--- config.mk ---
export PLATFORM = sky130hd
export DESIGN_NAME = load_store_buffer_flat
export DESIGN_NICKNAME = d
export VERILOG_FILES = /design/src/rtl/load_store_buffer_if.sv /design/src/rtl/load_store_buffer.sv /design/src/flat_wrapper.sv
export SDC_FILE = /design/constraint.sdc
export NUM_CORES = 1
export LEC_CHECK = 0
export ABC_AREA = 0
export CORE_UTILIZATION = 57
export CTS_CLUSTER_DIAMETER = 200
export CTS_CLUSTER_SIZE = 10
export DETAILED_ROUTE_END_ITERATION = 10
export PLACE_DENSITY = 0.8
export SLEW_MARGIN = 20
export SYNTH_ARGS = -nofsm -noshare
export SYNTH_HDL_FRONTEND = slang
export SYNTH_SLANG_ARGS = --single-unit
--- constraint.sdc ---
create_clock -name clk -period 4.1 [get_ports clk]
set_input_delay 0.615 -clock clk [delete_from_list [all_inputs] [get_ports clk]]
set_output_delay 0.615 -clock clk [all_outputs]
set_load 0.1 [all_outputs]
--- src/rtl/load_store_buffer_if.sv ---
// Bus bundle for load_store_buffer: issue port, CDB snoop, memory dispatch and occupancy.
// perf_stall_cnt exists only when LSB_PERF_EN is defined.
interface load_store_buffer_if #(
  parameter int DEPTH = 4
);
  localparam int CW = $clog2(DEPTH) + 1;

  logic          issue_valid;
  logic          issue_ready;
  logic          issue_op;
  logic [3:0]    issue_qj;
  logic [31:0]   issue_vj;
  logic [31:0]   issue_a;
  logic [3:0]    issue_qk;
  logic [31:0]   issue_vk;
  logic [3:0]    issue_label;

  logic          cdb_valid;
  logic [3:0]    cdb_label;
  logic [31:0]   cdb_data;

  logic          mem_ready;
  logic          mem_wen;
  logic          mem_op;
  logic [31:0]   mem_base;
  logic [31:0]   mem_offset;
  logic [31:0]   mem_wdata;
  logic [3:0]    mem_label;

  logic [CW-1:0] count;
`ifdef LSB_PERF_EN
  logic [15:0]   perf_stall_cnt;
`endif

  modport master (
    output issue_valid, issue_op, issue_qj, issue_vj, issue_a, issue_qk, issue_vk,
    input  issue_ready, issue_label,
    output cdb_valid, cdb_label, cdb_data,
    output mem_ready,
    input  mem_wen, mem_op, mem_base, mem_offset, mem_wdata, mem_label,
    input  count
`ifdef LSB_PERF_EN
    , input perf_stall_cnt
`endif
  );

  modport slave (
    input  issue_valid, issue_op, issue_qj, issue_vj, issue_a, issue_qk, issue_vk,
    output issue_ready, issue_label,
    input  cdb_valid, cdb_label, cdb_data,
    input  mem_ready,
    output mem_wen, mem_op, mem_base, mem_offset, mem_wdata, mem_label,
    output count
`ifdef LSB_PERF_EN
    , output perf_stall_cnt
`endif
  );
endinterface

--- src/rtl/load_store_buffer.sv ---
// In-order load/store buffer: holds memory ops until operands arrive on the CDB, then
// dispatches the oldest to the memory unit. Macro LSB_PERF_EN adds a head-stall counter.
module load_store_buffer #(
  parameter int         DEPTH      = 4,
  parameter logic [3:0] LABEL_BASE = 4'd8
) (
  input logic                clk,
  input logic                rst_n,
  load_store_buffer_if.slave bus
);
  localparam int            PW         = $clog2(DEPTH);
  localparam int            CW         = PW + 1;
  localparam logic [CW-1:0] FULL_COUNT = CW'(DEPTH);

  logic          r_busy [DEPTH];
  logic          r_op   [DEPTH];
  logic [3:0]    r_qj   [DEPTH];
  logic [31:0]   r_vj   [DEPTH];
  logic [31:0]   r_a    [DEPTH];
  logic [3:0]    r_qk   [DEPTH];
  logic [31:0]   r_vk   [DEPTH];

  logic [PW-1:0] r_head;
  logic [PW-1:0] r_tail;
  logic [CW-1:0] r_count;
  logic          r_lockout;

  logic          r_mem_wen;
  logic          r_mem_op;
  logic [31:0]   r_mem_base;
  logic [31:0]   r_mem_offset;
  logic [31:0]   r_mem_wdata;
  logic [3:0]    r_mem_label;

  logic          w_issue_fire;
  logic          w_head_ready;
  logic          w_dispatch;
  logic [3:0]    w_issue_qj;
  logic [31:0]   w_issue_vj;
  logic [3:0]    w_issue_qk;
  logic [31:0]   w_issue_vk;

  assign bus.issue_ready = (r_count != FULL_COUNT);
  assign bus.issue_label = LABEL_BASE + 4'(r_tail);
  assign w_issue_fire    = bus.issue_valid && bus.issue_ready;

  // Head eligibility looks only at registered operand state, so a CDB hit counts next cycle.
  assign w_head_ready = r_busy[r_head] && (r_qj[r_head] == 4'd0) &&
                        (r_op[r_head] || (r_qk[r_head] == 4'd0));
  assign w_dispatch   = w_head_ready && bus.mem_ready && !r_lockout;

  // Operands of the op being issued, with same-cycle CDB capture folded in.
  always_comb begin
    w_issue_qj = bus.issue_qj;
    w_issue_vj = bus.issue_vj;
    w_issue_qk = bus.issue_qk;
    w_issue_vk = bus.issue_vk;
    if (bus.cdb_valid && (bus.issue_qj != 4'd0) && (bus.issue_qj == bus.cdb_label)) begin
      w_issue_qj = 4'd0;
      w_issue_vj = bus.cdb_data;
    end else begin
      w_issue_qj = bus.issue_qj;
      w_issue_vj = bus.issue_vj;
    end
    if (bus.issue_op) begin
      w_issue_qk = 4'd0;
      w_issue_vk = bus.issue_vk;
    end else if (bus.cdb_valid && (bus.issue_qk != 4'd0) && (bus.issue_qk == bus.cdb_label)) begin
      w_issue_qk = 4'd0;
      w_issue_vk = bus.cdb_data;
    end else begin
      w_issue_qk = bus.issue_qk;
      w_issue_vk = bus.issue_vk;
    end
  end

  // Entry storage: issue write at tail, busy clear at dispatched head, CDB snoop elsewhere.
  always_ff @(posedge clk or negedge rst_n) begin
    if (!rst_n) begin
      for (int i = 0; i < DEPTH; i++) begin
        r_busy[i] <= 1'b0;
        r_op[i]   <= 1'b0;
        r_qj[i]   <= 4'd0;
        r_vj[i]   <= 32'd0;
        r_a[i]    <= 32'd0;
        r_qk[i]   <= 4'd0;
        r_vk[i]   <= 32'd0;
      end
    end else begin
      for (int i = 0; i < DEPTH; i++) begin
        if (w_issue_fire && (r_tail == PW'(i))) begin
          r_busy[i] <= 1'b1;
          r_op[i]   <= bus.issue_op;
          r_qj[i]   <= w_issue_qj;
          r_vj[i]   <= w_issue_vj;
          r_a[i]    <= bus.issue_a;
          r_qk[i]   <= w_issue_qk;
          r_vk[i]   <= w_issue_vk;
        end else begin
          if (w_dispatch && (r_head == PW'(i))) begin
            r_busy[i] <= 1'b0;
          end
          if (r_busy[i] && bus.cdb_valid && (r_qj[i] != 4'd0) && (r_qj[i] == bus.cdb_label)) begin
            r_qj[i] <= 4'd0;
            r_vj[i] <= bus.cdb_data;
          end
          if (r_busy[i] && bus.cdb_valid && (r_qk[i] != 4'd0) && (r_qk[i] == bus.cdb_label)) begin
            r_qk[i] <= 4'd0;
            r_vk[i] <= bus.cdb_data;
          end
        end
      end
    end
  end

  // Pointers, occupancy and the one-cycle post-strobe lockout.
  always_ff @(posedge clk or negedge rst_n) begin
    if (!rst_n) begin
      r_head    <= '0;
      r_tail    <= '0;
      r_count   <= '0;
      r_lockout <= 1'b0;
    end else begin
      r_lockout <= w_dispatch;
      if (w_issue_fire) begin
        r_tail <= r_tail + PW'(1);
      end
      if (w_dispatch) begin
        r_head <= r_head + PW'(1);
      end
      case ({w_issue_fire, w_dispatch})
        2'b10:   r_count <= r_count + CW'(1);
        2'b01:   r_count <= r_count - CW'(1);
        default: r_count <= r_count;
      endcase
    end
  end

  // Memory request register: data holds between strobes, strobe lasts one cycle.
  always_ff @(posedge clk or negedge rst_n) begin
    if (!rst_n) begin
      r_mem_wen    <= 1'b0;
      r_mem_op     <= 1'b0;
      r_mem_base   <= 32'd0;
      r_mem_offset <= 32'd0;
      r_mem_wdata  <= 32'd0;
      r_mem_label  <= 4'd0;
    end else if (w_dispatch) begin
      r_mem_wen    <= 1'b1;
      r_mem_op     <= r_op[r_head];
      r_mem_base   <= r_vj[r_head];
      r_mem_offset <= r_a[r_head];
      r_mem_wdata  <= r_vk[r_head];
      r_mem_label  <= LABEL_BASE + 4'(r_head);
    end else begin
      r_mem_wen    <= 1'b0;
    end
  end

  assign bus.mem_wen    = r_mem_wen;
  assign bus.mem_op     = r_mem_op;
  assign bus.mem_base   = r_mem_base;
  assign bus.mem_offset = r_mem_offset;
  assign bus.mem_wdata  = r_mem_wdata;
  assign bus.mem_label  = r_mem_label;
  assign bus.count      = r_count;

`ifdef LSB_PERF_EN
  logic [15:0] r_perf_stall_cnt;

  // Saturating count of cycles where the head could go but memory or lockout holds it.
  always_ff @(posedge clk or negedge rst_n) begin
    if (!rst_n) begin
      r_perf_stall_cnt <= 16'd0;
    end else if (w_head_ready && !w_dispatch && (r_perf_stall_cnt != 16'hFFFF)) begin
      r_perf_stall_cnt <= r_perf_stall_cnt + 16'd1;
    end else begin
      r_perf_stall_cnt <= r_perf_stall_cnt;
    end
  end

  assign bus.perf_stall_cnt = r_perf_stall_cnt;
`endif
endmodule
--- src/flat_wrapper.sv ---
// flat-port wrapper written by rule: the top's interface ports become plain ports
module load_store_buffer_flat 
#(
  parameter int         DEPTH      = 4,
  parameter logic [3:0] LABEL_BASE = 4'd8
)
  (clk, rst_n, bus_issue_valid, bus_issue_op, bus_issue_qj, bus_issue_vj, bus_issue_a, bus_issue_qk, bus_issue_vk, bus_issue_ready, bus_issue_label, bus_cdb_valid, bus_cdb_label, bus_cdb_data, bus_mem_ready, bus_mem_wen, bus_mem_op, bus_mem_base, bus_mem_offset, bus_mem_wdata, bus_mem_label, bus_count);
  load_store_buffer_if #(.DEPTH(DEPTH)) bus_i ();
  input logic clk;
  input logic rst_n;
  input wire logic [$bits(bus_i.issue_valid)-1:0] bus_issue_valid;
  input wire logic [$bits(bus_i.issue_op)-1:0] bus_issue_op;
  input wire logic [$bits(bus_i.issue_qj)-1:0] bus_issue_qj;
  input wire logic [$bits(bus_i.issue_vj)-1:0] bus_issue_vj;
  input wire logic [$bits(bus_i.issue_a)-1:0] bus_issue_a;
  input wire logic [$bits(bus_i.issue_qk)-1:0] bus_issue_qk;
  input wire logic [$bits(bus_i.issue_vk)-1:0] bus_issue_vk;
  output wire logic [$bits(bus_i.issue_ready)-1:0] bus_issue_ready;
  output wire logic [$bits(bus_i.issue_label)-1:0] bus_issue_label;
  input wire logic [$bits(bus_i.cdb_valid)-1:0] bus_cdb_valid;
  input wire logic [$bits(bus_i.cdb_label)-1:0] bus_cdb_label;
  input wire logic [$bits(bus_i.cdb_data)-1:0] bus_cdb_data;
  input wire logic [$bits(bus_i.mem_ready)-1:0] bus_mem_ready;
  output wire logic [$bits(bus_i.mem_wen)-1:0] bus_mem_wen;
  output wire logic [$bits(bus_i.mem_op)-1:0] bus_mem_op;
  output wire logic [$bits(bus_i.mem_base)-1:0] bus_mem_base;
  output wire logic [$bits(bus_i.mem_offset)-1:0] bus_mem_offset;
  output wire logic [$bits(bus_i.mem_wdata)-1:0] bus_mem_wdata;
  output wire logic [$bits(bus_i.mem_label)-1:0] bus_mem_label;
  output wire logic [$bits(bus_i.count)-1:0] bus_count;
  assign bus_i.issue_valid = bus_issue_valid;
  assign bus_i.issue_op = bus_issue_op;
  assign bus_i.issue_qj = bus_issue_qj;
  assign bus_i.issue_vj = bus_issue_vj;
  assign bus_i.issue_a = bus_issue_a;
  assign bus_i.issue_qk = bus_issue_qk;
  assign bus_i.issue_vk = bus_issue_vk;
  assign bus_issue_ready = bus_i.issue_ready;
  assign bus_issue_label = bus_i.issue_label;
  assign bus_i.cdb_valid = bus_cdb_valid;
  assign bus_i.cdb_label = bus_cdb_label;
  assign bus_i.cdb_data = bus_cdb_data;
  assign bus_i.mem_ready = bus_mem_ready;
  assign bus_mem_wen = bus_i.mem_wen;
  assign bus_mem_op = bus_i.mem_op;
  assign bus_mem_base = bus_i.mem_base;
  assign bus_mem_offset = bus_i.mem_offset;
  assign bus_mem_wdata = bus_i.mem_wdata;
  assign bus_mem_label = bus_i.mem_label;
  assign bus_count = bus_i.count;
  load_store_buffer #(.DEPTH(DEPTH), .LABEL_BASE(LABEL_BASE)) u_core (.clk(clk), .rst_n(rst_n), .bus(bus_i));
endmodule
# --- Word level (Yosys, flattened, before mapping) ---
# Index checks and enable logic that the tools add are counted.
# W data, S select, Z words.
word_totals:
  input_bits: 146
  reg_bits: 534
  out_inout_bits: 110
classes:
  n_addsub: 6
  mux: 69
  order_cmp: 1
  bitwise: 1
  reduce_logical: 66
  eq_ne: 19
ops:
  columns: ["op", "count"]
  rows:
  - ["$mux W32", 25]
  - ["$bmux W32 S2", 3]
  - ["$mux W4", 23]
  - ["$eq A4 B4 Y1", 10]
  - ["$reduce_bool A4 Y1", 10]
  - ["$logic_and A1 B1 Y1", 37]
  - ["$reduce_bool A2 Y1", 13]
  - ["$bmux W4 S2", 2]
  - ["$mux W1", 13]
  - ["$eq A2 B2 Y1 const B", 5]
  - ["$add A4 B2 Y4 const A", 2]
  - ["$logic_not A4 Y1", 2]
  - ["$eq A2 B1 Y1 const B", 3]
  - ["$pmux W3 S2", 1]
  - ["$add A2 B1 Y2 const B", 2]
  - ["$bmux W1 S2", 2]
  - ["$logic_not A2 Y1", 2]
  - ["$add A3 B1 Y3 const B", 1]
  - ["$ge A3 B3 Y1 const B", 1]
  - ["$ne A3 B3 Y1 const B", 1]
  - ["$not A2 Y3", 1]
  - ["$sub A3 B1 Y3 const B", 1]
  - ["$logic_not A1 Y1", 1]
  - ["$logic_or A1 B1 Y1", 1]

# --- Longest topological paths before layout ---
logic_depth:
  depth_word: 12
  depth_mapped: 15
  depth_no_buf: 11

# --- Least setup slack after synthesis ---
# Ideal clock, no wire load.
synth_timing:
  path_kind: "reg2reg"
  start: "register u_core.r_lockout"
  end: "register u_core.r_count[2] (netlist: u_core.bus.count[2])"
  period_less_slack_ps: 3174
  setup_ps: 162
  setup_slack_ps: 926
  path_stages_with_launch: 15
  t_arrival_ps: 3013
  cell_sequence: "dfrtp_1 nand2b_1 a21oi_1 a21oi_1 or4_1 buf_2 buf_6 buf_6 inv_1 ha_1 inv_1 fa_1 xor2_1 nor2_1 xor2_1"
synth_between:
  elab_chain_len: 4
  elab_cells_between_ends: 6
  classes_between: "2 x eq/ne; 1 x mux; 3 x reduce/logical"
synth_rtl:
  columns: ["element", "line", "source"]
  rows:
  - ["start: declaration", "load_store_buffer.sv:26", "logic r_lockout;"]
  - ["start signal: assignment", "load_store_buffer.sv:124", "r_lockout <= w_dispatch;"]
  - ["$logic_not A1 Y1 *", "load_store_buffer.sv:50", "assign w_dispatch = w_head_ready && bus.mem_ready && !r_lockout;"]
  - ["$logic_and A1 B1 Y1 *", "load_store_buffer.sv:50", null]
  - ["via u_core.w_dispatch", "load_store_buffer.sv:37", "logic w_dispatch;"]
  - ["$eq A2 B1 Y1 or $eq A2 B2 Y1 (tied branches)", "load_store_buffer.sv:131", "case ({w_issue_fire, w_dispatch})"]
  - ["$pmux W3 S2 or $reduce_bool A2 Y1 (tied branches)", null, null]
  - ["end signal: assignment", "load_store_buffer.sv:132", "2'b10: r_count <= r_count + CW'(1);"]
  - ["end signal: assignment", "load_store_buffer.sv:133", "2'b01: r_count <= r_count - CW'(1);"]
  - ["end signal: assignment", "load_store_buffer.sv:134", "default: r_count <= r_count;"]
  - ["end: declaration", "load_store_buffer.sv:25", "logic [CW-1:0] r_count;"]
# The timed path passes the listed nets; every way through them passes the cells marked *.
# A chain may end at the register's enable or synchronous reset.

# --- Worst setup path in the final report ---
layout_timing:
  start: "register u_core.r_count[1] (netlist: u_core.bus.count[1])"
  end: "output bus_issue_ready"
layout_between:
  elab_chain_len: 1
layout_rtl:
  columns: ["element", "line", "source"]
  rows:
  - ["$ne A3 B3 Y1", "load_store_buffer.sv:43", "assign bus.issue_ready = (r_count != FULL_COUNT);"]
  - ["end: declaration", "flat_wrapper.sv:18", "output wire logic [$bits(bus_i.issue_ready)-1:0] bus_issue_ready;"]
# No other way between the ends.

==> results.json <==
{
  "final_cell_area_mm2": 0.02893,
  "placed_cell_area_mm2": 0.02731,
  "p_comb_share_pct": 48.2,
  "place_inst": 2793,
  "share_seq_of_total_power_pct": 34.5,
  "synth_top_area_cell": "dfrtp_1",
  "path_clk_slew_ns": 0.06,
  "p_per_area_mw_per_mm2": 918.3,
  "first_pass_iters": 11,
  "hold_buffers": 0,
  "clk_latency_ns": 0.64,
  "design.core.area_mm2": 0.04195,
  "post-route-min-period_ns": 3.766,
  "fin_tns_setup_ns": 0,
  "crit_path_start_kind": "flip-flop",
  "rr_startpoint": "u_core.r_head[0]",
  "drt_iter0_drc": 2603,
  "synth_compound_area_share_pct": 13.90,
  "status": "finished, final reports clean",
  "maxCapViolations": 0,
  "synth-simple-area-share_pct": 8.924,
  "track_usage_pct": 33.61,
  "hpwl_mm": 42.65,
  "synth-edff-count": 0,
  "yosysWarnings": 0,
  "arrival_ns": 3.15,
  "holdWs_ns": 0.03305,
  "first_global_vias": 20020,
  "cts_made_buffers": 59,
  "syn_inst": 2133,
  "nNetsFinal": 2474,
  "tritoncts": "done",
  "cts_setup_buffers": 0,
  "gp_congestion": 0.8648,
  "endpoint_kind": "primary output",
  "max_clock_freq_mhz": 265.5,
  "period_share_pct": 91.85,
  "h-tree-depth": 2,
  "wl_per_cell_um": 25.14,
  "hold_path_class": "in -> async",
  "p_sw_w": 0.01160,
  "synthXorXnorAreaFrac_pct": 1.264,
  "synth_cell_types": 41,
  "die_w_um": 208.3,
  "setup_viol": 0,
  "cts_root_buffer": "clkbuf_16",
  "reg2reg_depth": 7,
  "row_count": 75,
  "drtAntennaViolNets": 0,
  "synth_top_flop_cell": "dfrtp_1",
  "cp_max_fo": 6,
  "swShare_pct": 43.65,
  "rsz0062_at_grt": "no",
  "yosysTopAreaCellShare_pct": 54.89,
  "ioPinCount": 256,
  "path_class": "reg -> out",
  "cts_sinks": 532,
  "overflow": 0,
  "synthArstFlopShare_pct": 100.0,
  "synth.most_common_cell": "dfrtp_1",
  "synthesis.area_mm2": 0.02425,
  "crit_end": "bus_issue_ready",
  "io_buffers": 252,
  "post_cts_resized": 0,
  "vias_per_cell": 6.752,
  "hold_viol": 0,
  "avgSynthCellArea_um2": 11.37,
  "grt_max_degree": 120,
  "critPathRequiredTime_ns": 3.48,
  "pwr-share-clk_pct": 17.3,
  "grt_pass1_wl_mm": 112.9,
  "utilization_pct": 68.96,
  "antenna_found_initial": 3,
  "die_h_um": 208.3,
  "synth_top_family_by_area": "multiplexers",
  "cellInternalPower_w": 0.01497,
  "report.final.slew_viol_count": 0,
  "vias": 19330,
  "fin_worst_skew_ns": 0.02326,
  "dieArea_mm2": 0.04338,
  "post-route-drc-count": 0,
  "final_layout_size_suffix_gt1_share_pct": 14.73,
  "ys_seq_area_share_pct": 54.89,
  "initial_core_util_pct": 57.82,
  "ys_seq_elements": 532,
  "finalNonFillerCells": 2863,
  "relSlewSlack_pct": 23.12,
  "tightest_slew_ns": 1.150,
  "syn_to_final_growth_pct": 19.26,
  "ys_top_cells_by_area": "dfrtp_1 (55%), mux4_2 (8.9%), nand2_1 (6.6%)",
  "p_leak_nw": 13.41,
  "max-vdd-ir-drop_uv": 914.4,
  "synth-adder-area-share_pct": 0.5468,
  "r2r_slack_ns": 0.60,
  "clk_path_buf_depth": 3,
  "routed_wl_mm": 71.98,
  "critical_path.startpoint": "u_core.bus.count[1]",
  "synthMuxAreaShare_pct": 14.37,
  "synth_common_cells": "dfrtp_1 (532), nand2_1 (427), inv_1 (203), o21ai_0 (171), clkbuf_1 (149)",
  "reg2reg_to": "u_core.bus.mem_base[7]"
}
[per-layer routing]
layer  track usage, %  vias to the layer above  share of wire (%)
met2            53.28                     1310                 48
met4            14.94                        2                3.5
met5                0                        -              0.011
met1            44.84                     9779                 38
li1                 -                     8045                  -
met3            7.351                      194                 10
[critical path: stages (launching register included)]
cell and delay (ns):
dfrtp_1 0.41, nor3b_1 0.84, inv_1 0.23, clkdlybuf4s50_1 1.03
[worst min-delay path by stage]
stage / end / slack (ns) / startpoint / cells after the start
floorplan: u_core.bus.count[0] / 0.32 / rst_n / 0
global route: u_core.r_a[1] / 0.11 / rst_n / 1
detailed placement: u_core.bus.mem_label[3] / 0.46 / u_core.bus.mem_label[3] / 1
finish: u_core.r_a[1] / 0.03 / rst_n / 1
global placement: u_core.r_a[62] / 0.45 / u_core.r_a[62] / 2
CTS: u_core.bus.mem_offset[1] / 0.11 / rst_n / 1
[metrics by stage]
step | power (W) | setup WS [ns]
finish | 0.02656 | 0.3340
detailed placement | 0.02176 | 0.4984
CTS | 0.02643 | 0.3470
global route | 0.02772 | 0.2223
global placement | 0.02125 | 0.5728
floorplan | 0.01827 | 0.9256
[state kept, by name, indices dropped and copies added (netlist names), 4 cells and up]
name                   flops
u_core.bus.mem_offset     32
u_core.r_vk              128
u_core.r_op                4
u_core.r_busy              4
u_core.bus.mem_wdata      32
u_core.r_vj              128
u_core.r_a               128
u_core.r_qk               16
u_core.r_qj               16
u_core.bus.mem_base       32
[kinds of logic after synthesis]
group	Yosys count
DFF	532
and+or+nand+nor	528
AOI/OAI and AO/OA	443
buffers and inverters	377
muxes	206
xor gates and xnor gates	35
adders and majority gates	10
other	2
[layout by cell type (no fill, tap or decap), types with 3 or more instances in the layout]
cell type        synthesis  final
mux2_2                  81     81
a222oi_1               128    128
nand2_2                  0      4
ha_1                     9      9
nor3_1                  16     16
nand2_1                427    423
and2_2                   0      4
and2_1                   9      5
buf_4                    4     37
nand2b_1                 3      3
and3b_4                  0      4
and3_1                   4      4
nor2_4                   0      4
nor4_1                  10     10
xnor2_1                  5      5
conb_1                   2      3
a21oi_4                  0      4
xor2_1                  30     30
dfrtp_1                532    530
o22a_1                   4      4
or2_2                    4      4
o21ai_0                171    171
clkbuf_16                0     59
nand3_1                 34     34
mux2i_4                  0      4
mux4_2                  96     96
buf_12                   0      5
mux2_4                  24     24
a32oi_1                128    128
nor2_1                  10      6
inv_1                  203    203
clkdlybuf4s50_1          0    251
[power by group through the flow]
stage                     clock network (W)  registers [W]  logic [W]
after floorplan                           0         0.0120    0.00625
after global placement                    0        0.00898     0.0123
final                               0.00459        0.00917     0.0128
after CTS                           0.00463        0.00909     0.0127
after detailed placement                  0        0.00913     0.0126
after global routing                0.00482        0.00938     0.0135
[cell type report]
type	instances	area, um2
Fill cell	2949	13020
Antenna cell	2	5.005
Tap cell	539	674.4
Clock buffer	61	1484
Sequential cell	532	13320
Clock inverter	4	57.56
Timing Repair Buffer	297	2975
Multi-Input combinational cell	1225	9647
Inverter	203	762.0
(Power assumes the default switching activity.)
